==> src/rtl/warp_req_tracker_if.sv <==
// warp_req_tracker_if: groups the request/grant vectors, the issued-ID
// valid/ready stage and the status flags of the warp request tracker.
// Optional feature macro: GRT_CHECK_EN (adds the grt_err status flag).
interface warp_req_tracker_if #(
    parameter int NUM_WARPS = 8,
    parameter int ID_W      = (NUM_WARPS > 1) ? $clog2(NUM_WARPS) : 1
);
    logic [NUM_WARPS-1:0] push;
    logic [NUM_WARPS-1:0] req;
    logic [NUM_WARPS-1:0] grt;
    logic                 out_valid;
    logic [ID_W-1:0]      out_warp_id;
    logic                 out_ready;
    logic                 overflow;
`ifdef GRT_CHECK_EN
    logic                 grt_err;

    // Tracker side: takes pushes and grants, drives requests and the issued ID
    modport master (
        input  push, grt, out_ready,
        output req, out_valid, out_warp_id, overflow, grt_err
    );

    // Environment side: instruction buffer, prioritizer and dispatch stage
    modport slave (
        output push, grt, out_ready,
        input  req, out_valid, out_warp_id, overflow, grt_err
    );
`else
    // Tracker side: takes pushes and grants, drives requests and the issued ID
    modport master (
        input  push, grt, out_ready,
        output req, out_valid, out_warp_id, overflow
    );

    // Environment side: instruction buffer, prioritizer and dispatch stage
    modport slave (
        output push, grt, out_ready,
        input  req, out_valid, out_warp_id, overflow
    );
`endif
endinterface

==> src/rtl/warp_req_tracker.sv <==
// warp_req_tracker: keeps a saturating pending-request count per warp,
// presents the request vector to the warp-select prioritizer and registers
// the granted warp ID into a valid/ready output stage for the issue logic.
// Optional feature macro: GRT_CHECK_EN (rejects non-one-hot grants and grants
// to warps with nothing pending, flagging them on the sticky grt_err output).
module warp_req_tracker #(
    parameter int NUM_WARPS = 8,
    parameter int CNT_W     = 2,
    parameter int ID_W      = (NUM_WARPS > 1) ? $clog2(NUM_WARPS) : 1
) (
    input  logic              clk,
    input  logic              rst,
    warp_req_tracker_if.master bus
);
    localparam logic [CNT_W-1:0] CNT_MAX = {CNT_W{1'b1}};

    logic [NUM_WARPS-1:0][CNT_W-1:0] cnt_q, cnt_d;
    logic                            out_valid_q, out_valid_d;
    logic [ID_W-1:0]                 out_warp_id_q, out_warp_id_d;
    logic                            overflow_q, overflow_d;

    logic [NUM_WARPS-1:0] cnt_nz;
    logic [NUM_WARPS-1:0] grant_lsb;
    logic [NUM_WARPS-1:0] inc_vec;
    logic [NUM_WARPS-1:0] dec_vec;
    logic [ID_W-1:0]      grant_id;
    logic                 stage_free;
    logic                 grant_any;
    logic                 grant_accept;

`ifdef GRT_CHECK_EN
    logic                 grt_err_q, grt_err_d;
    logic                 grant_illegal;
`endif

    // The stage can take a new ID when it is empty or being drained this cycle
    assign stage_free = !out_valid_q || bus.out_ready;
    assign grant_any  = |bus.grt;
    assign grant_lsb  = bus.grt & (~bus.grt + {{(NUM_WARPS-1){1'b0}}, 1'b1});

    // Flag which warps have anything pending
    always_comb begin
        cnt_nz = '0;
        for (int i = 0; i < NUM_WARPS; i++) begin
            cnt_nz[i] = |cnt_q[i];
        end
    end

    // Encode the lowest set grant bit; extra bits of a multi-hot grant are ignored
    always_comb begin
        grant_id = '0;
        for (int i = NUM_WARPS - 1; i >= 0; i--) begin
            if (bus.grt[i]) begin
                grant_id = ID_W'(i);
            end
        end
    end

`ifdef GRT_CHECK_EN
    // A grant is only trusted when it is one-hot and hits a warp with work pending
    always_comb begin
        grant_illegal = grant_any && stage_free &&
                        ((bus.grt != grant_lsb) || !(|(grant_lsb & cnt_nz)));
        grant_accept  = grant_any && stage_free && !grant_illegal;
        grt_err_d     = grt_err_q || grant_illegal;
    end
`else
    // Any non-zero grant is taken whenever the output stage can hold it
    always_comb begin
        grant_accept = grant_any && stage_free;
    end
`endif

    assign inc_vec = bus.push;
    assign dec_vec = {NUM_WARPS{grant_accept}} & grant_lsb & cnt_nz;

    // Net counter update: push and grant to the same warp cancel, a lone push
    // into a full counter saturates and raises the sticky overflow flag
    always_comb begin
        cnt_d      = cnt_q;
        overflow_d = overflow_q;
        for (int i = 0; i < NUM_WARPS; i++) begin
            if (inc_vec[i] && !dec_vec[i]) begin
                if (cnt_q[i] == CNT_MAX) begin
                    overflow_d = 1'b1;
                end else begin
                    cnt_d[i] = cnt_q[i] + CNT_W'(1);
                end
            end else if (dec_vec[i] && !inc_vec[i]) begin
                cnt_d[i] = cnt_q[i] - CNT_W'(1);
            end
        end
    end

    // Output stage: load on an accepted grant, empty on a handshake, else hold
    always_comb begin
        out_valid_d   = out_valid_q;
        out_warp_id_d = out_warp_id_q;
        if (grant_accept) begin
            out_valid_d   = 1'b1;
            out_warp_id_d = grant_id;
        end else if (bus.out_ready) begin
            out_valid_d = 1'b0;
        end
    end

    // State registers; reset wins over any same-cycle push or grant
    always_ff @(posedge clk) begin
        if (rst) begin
            cnt_q         <= '0;
            out_valid_q   <= 1'b0;
            out_warp_id_q <= '0;
            overflow_q    <= 1'b0;
        end else begin
            cnt_q         <= cnt_d;
            out_valid_q   <= out_valid_d;
            out_warp_id_q <= out_warp_id_d;
            overflow_q    <= overflow_d;
        end
    end

`ifdef GRT_CHECK_EN
    // Sticky grant-protocol error, cleared only by reset
    always_ff @(posedge clk) begin
        if (rst) begin
            grt_err_q <= 1'b0;
        end else begin
            grt_err_q <= grt_err_d;
        end
    end

    assign bus.grt_err = grt_err_q;
`endif

    // Requests are masked while the output stage is blocked so nothing is granted
    assign bus.req         = cnt_nz & {NUM_WARPS{stage_free}};
    assign bus.out_valid   = out_valid_q;
    assign bus.out_warp_id = out_warp_id_q;
    assign bus.overflow    = overflow_q;

endmodule

==> src/flat_wrapper.sv <==
// flat-port wrapper written by rule: the top's interface ports become plain ports
module warp_req_tracker_flat 
#(
    parameter int NUM_WARPS = 8,
    parameter int CNT_W     = 2,
    parameter int ID_W      = (NUM_WARPS > 1) ? $clog2(NUM_WARPS) : 1
)
  (clk, rst, bus_push, bus_grt, bus_out_ready, bus_req, bus_out_valid, bus_out_warp_id, bus_overflow);
  warp_req_tracker_if #(.NUM_WARPS(NUM_WARPS), .ID_W(ID_W)) bus_i ();
  input  logic clk;
  input  logic rst;
  input wire logic [$bits(bus_i.push)-1:0] bus_push;
  input wire logic [$bits(bus_i.grt)-1:0] bus_grt;
  input wire logic [$bits(bus_i.out_ready)-1:0] bus_out_ready;
  output wire logic [$bits(bus_i.req)-1:0] bus_req;
  output wire logic [$bits(bus_i.out_valid)-1:0] bus_out_valid;
  output wire logic [$bits(bus_i.out_warp_id)-1:0] bus_out_warp_id;
  output wire logic [$bits(bus_i.overflow)-1:0] bus_overflow;
  assign bus_i.push = bus_push;
  assign bus_i.grt = bus_grt;
  assign bus_i.out_ready = bus_out_ready;
  assign bus_req = bus_i.req;
  assign bus_out_valid = bus_i.out_valid;
  assign bus_out_warp_id = bus_i.out_warp_id;
  assign bus_overflow = bus_i.overflow;
  warp_req_tracker #(.NUM_WARPS(NUM_WARPS), .CNT_W(CNT_W), .ID_W(ID_W)) u_core (.clk(clk), .rst(rst), .bus(bus_i));
endmodule
==> config.mk <==
export PLATFORM = sky130hd
export DESIGN_NAME = warp_req_tracker_flat
export DESIGN_NICKNAME = d
export VERILOG_FILES = /design/src/rtl/warp_req_tracker_if.sv /design/src/rtl/warp_req_tracker.sv /design/src/flat_wrapper.sv
export SDC_FILE = /design/constraint.sdc
export NUM_CORES = 1
export LEC_CHECK = 0
export ABC_AREA = 1
export BUFFER_PORTS_ARGS = -buffer_cell sky130_fd_sc_hd__buf_2
export CORE_UTILIZATION = 50
export DETAILED_ROUTE_END_ITERATION = 10
export HOLD_SLACK_MARGIN = 0.08
export PLACE_DENSITY = 0.83
export SYNTH_ARGS = -nofsm -noshare
export SYNTH_HDL_FRONTEND = slang
export SYNTH_SLANG_ARGS = --single-unit
==> constraint.sdc <==
create_clock -name clk -period 1.66 [get_ports clk]
set_input_delay 0.166 -clock clk [delete_from_list [all_inputs] [get_ports clk]]
set_output_delay 0.166 -clock clk [all_outputs]
set_load 0.005 [all_outputs]
==> run_results.csv, run 1 <==
group,metric,value,unit
placed_design,place_ws,0.235,ns
timing,rsz0062_at_grt,"false",
global_route,gr-total-overflow,0,
cts,cts_resized,0,
synthesis,syn_nets,245,
floorplan,core_area,2520,sq um
power,leakagePower,0.836,nW
placed_design,hpwl,2310,um
timing,hold_viol,0,
timing,setup_viol,0,
timing,fin_worst_skew,0.000982,ns
layout,fin_util,62.2,%
power,ir_worst_vdd,0.000723,V
run_status,status,"finished clean",
floorplan,die_w,54.0,um
power,total_power,1.15,mW
placed_design,dp_cells,286,
global_route,grt_antenna_before_repair,0,
synthesis,postSynthRegisterBits,21,
timing,finalCritPeriodShare,90.2,%
floorplan,dieHeight,54.0,um
floorplan,rows,18,
worst_setup_path,worstSetupEndpointType,"primary output",
route,drtIter0Drc,52,
route,wl_per_cell,10.7,um
worst_hold_path,hold_path_class,"primary input to flip-flop",
power,power_density,731,nW/um^2
worst_setup_path,cp_slowest_cell,"dfxtp_1",
cts,hold_buffers,0,
timing,finalCriticalPeriod,1.50,ns
layout,drive_above_1_share,17.7,%
layout,fin_area,1570,sq um
synthesis,synth_enable_flop_cells,0,
global_route,grt_start_max_net_pins,16,
placed_design,numPortBuffers,31,
cts,htree_levels,1,
synthesis,synthFlopType,"dfxtp_1",
worst_setup_path,crit_fanout,10,
global_route,grt_pass1_wl,4980,um
synthesis,syn_inst,226,
cts,clk_pin_slew,0.12,ns
synthesis,synth.area.top_cells,"dfxtp_1 31%, nand2_1 14%, nand3_1 10%, inv_1 9.7%, a21oi_1 7.8%",
timing,drv_slew,0,
floorplan,initial_core_util,53.6,%
cts,cts_root_buf,"clkbuf_4",
worst_setup_path,cp_data_arrival_time,1.33,ns
cts,cts_made_buffers,3,
synthesis,synth_top_area_share,31.1,%
placed_design,dpl_cell_area,1540,sq um
layout,area_growth,16.0,%
route,postRouteAntennaNets,0,
floorplan,design.die.area,2910,sq um
synthesis,async_flop_share,0,%
cts,insertion_delay,0.31,ns
route,wl,3100,um
cts,clock_path_buffers,2,
timing,fin_setup_tns,0,ns
synthesis,yosys.cell_types.count,20,
global_route,grt_pass1_vias,1208,
route,drcViolationCount,0,
worst_setup_path,path_cells,"inv_1, nor2_4, nor2_1, buf_2",
route,first_pass_iters,4,
cts,cts_tree,"done",
floorplan,boundaryPins,32,
cts,post_cts_buffers,0,
global_route,track_usage,23.7,%
run,max_cap_viol_count,0,
worst_setup_path,crit_required,1.49,ns
worst_setup_path,startpoint_type,"flip-flop",
placed_design,place_congestion,0.820,
worst_setup_path,slowest_delay,0.37,ns
layout,nFillCells,246,
synthesis,post-synth-top-area-cell,"dfxtp_1",
timing,setup_slack,0.162,ns
route,via_per_inst,5.12,
synthesis,syn_area,1350,sq um
synthesis,yosysWarnings,0,
route,vias,1486,
cts,cts_sinks,21,
synthesis,synth.avg_cell_area,5.98,sq um
synthesis,yosysSeqAreaShare,31.1,%
worst_setup_path,critPathKind,"flip-flop to primary output",
layout,finalNonFillerCells,290,
timing,slew_headroom,76.4,%
timing,fmax,668,MHz
timing,worst_hold_slack,0.152,ns
layout,antenna_cells,0,
timing,worst_pin_slew,0.353,ns
layout,nets,280,
## power breakdown
group | leakage, nW | switching (mW) | total [mW] | internal, mW
Combinational | 0.645 | 0.174 | 0.300 | 0.126
Clock | 0.0177 | 0.165 | 0.255 | 0.0901
Sequential | 0.174 | 0.0406 | 0.592 | 0.551
Total | 0.836 | 0.380 | 1.15 | 0.767
## cell usage in the layout, fill, tap and decap left out
| cell type | n |
|---|---|
| nand4_1 | 2 |
| o31ai_1 | 1 |
| clkbuf_4 | 3 |
| nand2_2 | 1 |
| nand3b_1 | 2 |
| o211ai_1 | 1 |
| dfxtp_1 | 21 |
| or2_2 | 2 |
| nand2_1 | 49 |
| nor3_1 | 4 |
| nor2_2 | 4 |
| or2_1 | 3 |
| o21ai_2 | 1 |
| clkinv_2 | 1 |
| buf_2 | 31 |
| nor2_4 | 2 |
| inv_1 | 35 |
| nand3_2 | 1 |
| o21ai_0 | 20 |
| nor2_1 | 28 |
| nand3_1 | 27 |
| a21oi_1 | 21 |
## synth_stat cells, types with 2 or more instances
cell type  number
nand3_1        27
o21ai_0        20
nand3b_1        2
dfxtp_1        21
or2_1           3
nor2_4          2
nor2_2          4
nand4_1         2
nand2_1        49
nor2_1         28
a21oi_1        21
nor3_1          4
inv_1          35
or2_2           2
## worst max-delay path, delay by kind of cell, from the launching register on
| family | cells | cell delay [ns] |
|---|---|---|
| buffers and inverters | 2 | 0.22 |
| and+or+nand+nor | 2 | 0.43 |
| DFF | 1 | 0.37 |
## routing by layer
metal / vias up / share of wire (%) / GRT usage, %
li1: 806 / - / -
met4: 0 / 0.55 / 3.85
met1: 630 / 50 / 30.8
met2: 48 / 42 / 39.1
met5: - / 0 / 0
met3: 2 / 7.7 / 6.78
## state kept, by name, indices dropped and copies added (netlist names)
signal and flops:
u_core.cnt_q 16, u_core.bus.out_warp_id 3, u_core.bus.out_valid 1, u_core.bus.overflow 1
## worst paths after layout
path,startpoint,end,slack (ns),cells after the start
setup / recovery,u_core.bus.out_valid,bus_req[4],0.16,4
hold / removal,bus_push[5],u_core.cnt_q[11],0.15,3
setup reg to reg,u_core.bus.out_valid,u_core.cnt_q[6],0.19,9
hold reg to reg,u_core.bus.out_warp_id[2],u_core.bus.out_warp_id[2],0.48,2
## layout make-up
cell class | count | area (sq um) | area share (%)
clock inverter | 1 | 5.00 | 0.319
sequential | 21 | 420 | 26.8
inverter | 35 | 131 | 8.38
tap | 30 | 37.5 | 2.39
multi-input combinational | 169 | 796 | 50.8
timing repair buffer | 31 | 155 | 9.90
clock buffer | 3 | 22.5 | 1.44
## cells by family after synthesis
kind of cell / count (synthesis) / share of synthesized area [%]
compound gates: 44 / 16.9
simple gates: 125 / 41.9
flops: 21 / 31.1
buf+inv: 36 / 10.0
Note: power is estimated with default switching activity, not from simulation.
==> run 2: changes to the inputs <==
--- a/config.mk
+++ b/config.mk
@@ -6,11 +6,11 @@
 export NUM_CORES = 1
 export LEC_CHECK = 0
 export ABC_AREA = 1
-export BUFFER_PORTS_ARGS = -buffer_cell sky130_fd_sc_hd__buf_2
-export CORE_UTILIZATION = 50
+export CORE_UTILIZATION = 55
 export DETAILED_ROUTE_END_ITERATION = 10
+export DONT_BUFFER_PORTS = 1
 export HOLD_SLACK_MARGIN = 0.08
-export PLACE_DENSITY = 0.83
+export PLACE_DENSITY = 0.78
 export SYNTH_ARGS = -nofsm -noshare
 export SYNTH_HDL_FRONTEND = slang
 export SYNTH_SLANG_ARGS = --single-unit
==> run_results.csv, run 2 (synthesis gave the netlist of run 1 again) <==
group,metric,value,unit
global_route,grt_antenna_before_repair,0,
run_status,status,"finished clean",
cts,cts_tree,"done",
layout,multi_input_area,796,sq um
power,leakagePower,0.726,nW
placed_design,hpwl,2540,um
global_route,gr-total-overflow,0,
floorplan,dieHeight,51.6,um
cts,cts_made_buffers,3,
worst_setup_path,worstSetupEndpointType,"flip-flop",
layout,area_growth,8.70,%
worst_setup_path,critPathKind,"flip-flop to flip-flop",
worst_setup_path,cp_data_arrival_time,1.72,ns
timing,rsz0062_at_grt,"false",
worst_hold_path,hold_path_class,"primary input to flip-flop",
floorplan,boundaryPins,32,
route,via_per_inst,5.60,
route,postRouteAntennaNets,0,
global_route,grt_start_max_net_pins,15,
route,drcViolationCount,0,
layout,largest_reg_flops,16,
layout,fin_area,1470,sq um
route,wl,3270,um
cts,insertion_delay,0.31,ns
timing,fin_worst_skew,0.00305,ns
layout,drive_above_1_share,5.96,%
route,first_pass_iters,5,
cts,cts_root_buf,"clkbuf_4",
placed_design,numPortBuffers,0,
layout,layout.cells.most_common,"nand2_1",
layout,layout_common_cells,"49 x nand2_1, 35 x inv_1, 28 x nor2_1",
floorplan,design.die.area,2660,sq um
timing,worst_hold_slack,0.108,ns
global_route,track_usage,27.7,%
power,total_power,1.09,mW
placed_design,dpl_cell_area,1380,sq um
timing,finalCriticalPeriod,1.53,ns
power,p_int,0.745,mW
layout,fin_util,65.1,%
power,netSwitchingFraction,31.8,%
timing,drv_slew,0,
power,p_comb_share,23.1,%
cts,post_cts_buffers,0,
cts,htree_levels,1,
placed_design,place_congestion,0.837,
cts,cts_sinks,21,
worst_setup_path,crit_required,1.85,ns
route,wl_per_cell,12.4,um
timing,setup_viol,0,
route,vias,1473,
run,max_cap_viol_count,0,
timing,fmax,653,MHz
timing,finalCritPeriodShare,92.3,%
global_route,grt_pass1_wl,5510,um
power,seqPwrFrac,54.5,%
power,p_switching,0.347,mW
timing,hold_viol,0,
layout,top_register,"u_core.cnt_q",
cts,clk_pin_slew,0.11,ns
floorplan,rows,17,
floorplan,initial_core_util,59.9,%
floorplan,die_w,51.6,um
power,power_density,743,nW/um^2
layout,antenna_cells,0,
power,ir_worst_vdd,0.000524,V
cts,clock_path_buffers,2,
global_route,grt_pass1_vias,1379,
timing,slew_headroom,63.4,%
layout,nets,255,
route,drtIter0Drc,23,
timing,worst_pin_slew,0.547,ns
timing,fin_setup_tns,0,ns
layout,seqCellArea,420,sq um
layout,nFillCells,218,
power,clkPwrFrac,22.4,%
worst_setup_path,crit_fanout,10,
worst_setup_path,startpoint_type,"flip-flop",
floorplan,core_area,2250,sq um
## run 2: power groups by stage
stage	sequential (mW)	clock, mW	combinational, mW
floorplan	0.594	0	0.199
global placement	0.601	0	0.222
detailed placement	0.605	0	0.233
CTS	0.594	0.251	0.252
global route	0.602	0.273	0.292
finish	0.595	0.244	0.252
## run 2: worst paths after layout
path	from	to	slack (ns)	cells after the start
min reg2reg	u_core.cnt_q[3]	u_core.cnt_q[3]	0.50	2
max reg2reg	u_core.bus.out_valid	u_core.cnt_q[6]	0.13	9
min	bus_push[7]	u_core.cnt_q[14]	0.11	4
max	u_core.bus.out_valid	u_core.cnt_q[6]	0.13	9
## run 2: repair_timing
item / 4_1_cts / 5_1_grt
resized for setup: 0 / 0
hold endpoints to repair: 15 / 0
endpoints found under the setup margin: 0 / 0
hold buffers: 6 / 0
## run 2: final cells by class
cell class / count / area share (%)
timing repair buffer: 6 / 4.09
tap: 28 / 2.39
sequential: 21 / 28.6
inverter: 35 / 8.94
clock buffer: 4 / 1.79
multi-input combinational: 169 / 54.2
## run 2: layer usage
| metal | up-vias | track usage, % | part of all wire, % |
|---|---|---|---|
| li1 | 755 | - | - |
| met4 | 0 | 12.2 | 1.6 |
| met3 | 9 | 5.56 | 5.1 |
| met5 | - | 0 | 0 |
| met1 | 668 | 30.4 | 43 |
| met2 | 41 | 50.9 | 50 |
## run 2: metrics by stage
step,cells,setup WS (ns)
6_report,263,0.128
5_1_grt,263,0.00224
4_1_cts,263,0.110
3_5_place_dp,253,0.150
3_3_place_gp,253,0.263
2_1_floorplan,226,0.417
## run 2: worst max-delay path: stages (launching register included)
cell and delay (ns):
dfxtp_1 0.38, inv_1 0.08, nor2_4 0.31, nor2_2 0.09, nand2_1 0.15, nor2_1 0.06
inv_1 0.08, nand2_1 0.07, a21oi_1 0.14, nor3_1 0.06
==> run 3: changes to the inputs <==
==> constraint.sdc (replaced) <==
create_clock -name clk -period 1.7 [get_ports clk]
set_input_delay 0.17 -clock clk [delete_from_list [all_inputs] [get_ports clk]]
set_output_delay 0.17 -clock clk [all_outputs]
set_load 0.005 [all_outputs]
==> run_results.csv, run 3 (synthesis gave the netlist of run 1 again) <==
group,metric,value,unit
run_status,status,"finished clean",
worst_hold_path,whs_path_depth,4,
floorplan,core_area,2250,sq um
global_route,top_usage_layer,"met2",
layout,seqCellArea,420,sq um
route,postRouteAntennaNets,0,
layout,layout.cells.most_common,"nand2_1",
run,max_cap_viol_count,0,
route,drtIter0Drc,23,
timing,rsz0062_at_grt,"false",
timing,worst_hold_slack,0.112,ns
power,total_power,1.07,mW
floorplan,initial_core_util,59.9,%
timing,worst_pin_slew,0.548,ns
timing,hold_viol,0,
cts,cts_resized,0,
global_route,grtUsageMet1,30.4,%
worst_setup_path,critPathKind,"flip-flop to flip-flop",
layout,drive_above_1_share,5.96,%
global_route,grt_start_max_net_pins,15,
worst_setup_path,startpoint_type,"flip-flop",
worst_hold_path,hold_path_class,"primary input to flip-flop",
timing,setup_viol,0,
layout,largest_reg_flops,16,
route,vias,1472,
floorplan,boundaryPins,32,
power,power_density,726,nW/um^2
layout,layout_common_cells,"49 x nand2_1, 35 x inv_1, 28 x nor2_1",
timing,fin_worst_skew,0.00305,ns
cts,insertion_delay,0.31,ns
layout,finalNonFillerCells,263,
route,wl,3270,um
timing,fin_setup_tns,0,ns
cts,hold_buffers,5,
cts,post_cts_buffers,0,
global_route,track_usage,27.7,%
worst_setup_path,worst-r2r-cell-count,9,
placed_design,dp_cells,253,
route,first_pass_iters,5,
global_route,use_met2,50.9,%
floorplan,die_w,51.6,um
cts,cts_sinks,21,
floorplan,rows,17,
global_route,gr-total-overflow,0,
worst_setup_path,crit_required,1.89,ns
cts,clock_path_buffers,2,
layout,nets,255,
worst_setup_path,worstSetupEndpointType,"flip-flop",
route,wl_per_cell,12.4,um
worst_setup_path,cp_data_arrival_time,1.72,ns
timing,drv_slew,0,
placed_design,hpwl,2540,um
route,via_per_inst,5.60,
timing,finalCriticalPeriod,1.53,ns
layout,nFillCells,218,
placed_design,place_ws,0.190,ns
placed_design,place_congestion,0.837,
floorplan,dieHeight,51.6,um
global_route,grt_pass1_vias,1379,
layout,antenna_cells,0,
layout,area_growth,8.70,%
cts,cts_root_buf,"clkbuf_4",
cts,clk_pin_slew,0.11,ns
cts,cts_tree,"done",
timing,fmax,653,MHz
timing,slew_headroom,63.4,%
global_route,grt_antenna_before_repair,0,
placed_design,dpl_cell_area,1380,sq um
timing,finalCritPeriodShare,90.1,%
cts,htree_levels,1,
layout,fin_util,65.1,%
worst_setup_path,crit_fanout,10,
power,ir_worst_vdd,0.000512,V
timing,setup_slack,0.168,ns
route,drcViolationCount,0,
layout,top_register,"u_core.cnt_q",
layout,multi_input_area,796,sq um
cts,cts_made_buffers,3,
power,leakagePower,0.726,nW
floorplan,design.die.area,2660,sq um
layout,fin_area,1470,sq um
placed_design,numPortBuffers,0,
global_route,grt_pass1_wl,5510,um
global_route,use_met3,5.56,%
## run 3: cell counts in the layout (fill, tap and decap cells not counted)
No cell type changed its count.
## run 3: where the power goes
| part | switching (mW) | internal, mW |
|---|---|---|
| combinational | 0.149 | 0.0974 |
| clock | 0.146 | 0.0917 |
| sequential | 0.0431 | 0.538 |
## run 3: path summary, 6_finish.rpt
kind	start	to	slack, ns
worst min-delay path	bus_push[7]	u_core.cnt_q[14]	0.11
worst max register to register	u_core.bus.out_valid	u_core.cnt_q[6]	0.17
worst min register to register	u_core.cnt_q[3]	u_core.cnt_q[3]	0.50
worst max-delay path	u_core.bus.out_valid	u_core.cnt_q[6]	0.17
## run 3: layout make-up
class                      instances  area share, %
clock buffer                       4           1.79
inverter                          35           8.94
multi-input combinational        169           54.2
sequential                        21           28.6
tap                               28           2.39
timing repair buffer               6           4.09
## run 3: worst max-delay path, cell delays in order, from the launching register on
cell and delay [ns]:
dfxtp_1 0.38, inv_1 0.08, nor2_4 0.31, nor2_2 0.09
nand2_1 0.15, nor2_1 0.06, inv_1 0.08, nand2_1 0.07
a21oi_1 0.14, nor3_1 0.06
## run 3: per-layer routing
layer,part of all wire (%),up-vias
met5,0,-
met4,1.6,0
met3,5.1,9
met2,50,41
met1,43,668
li1,-,754
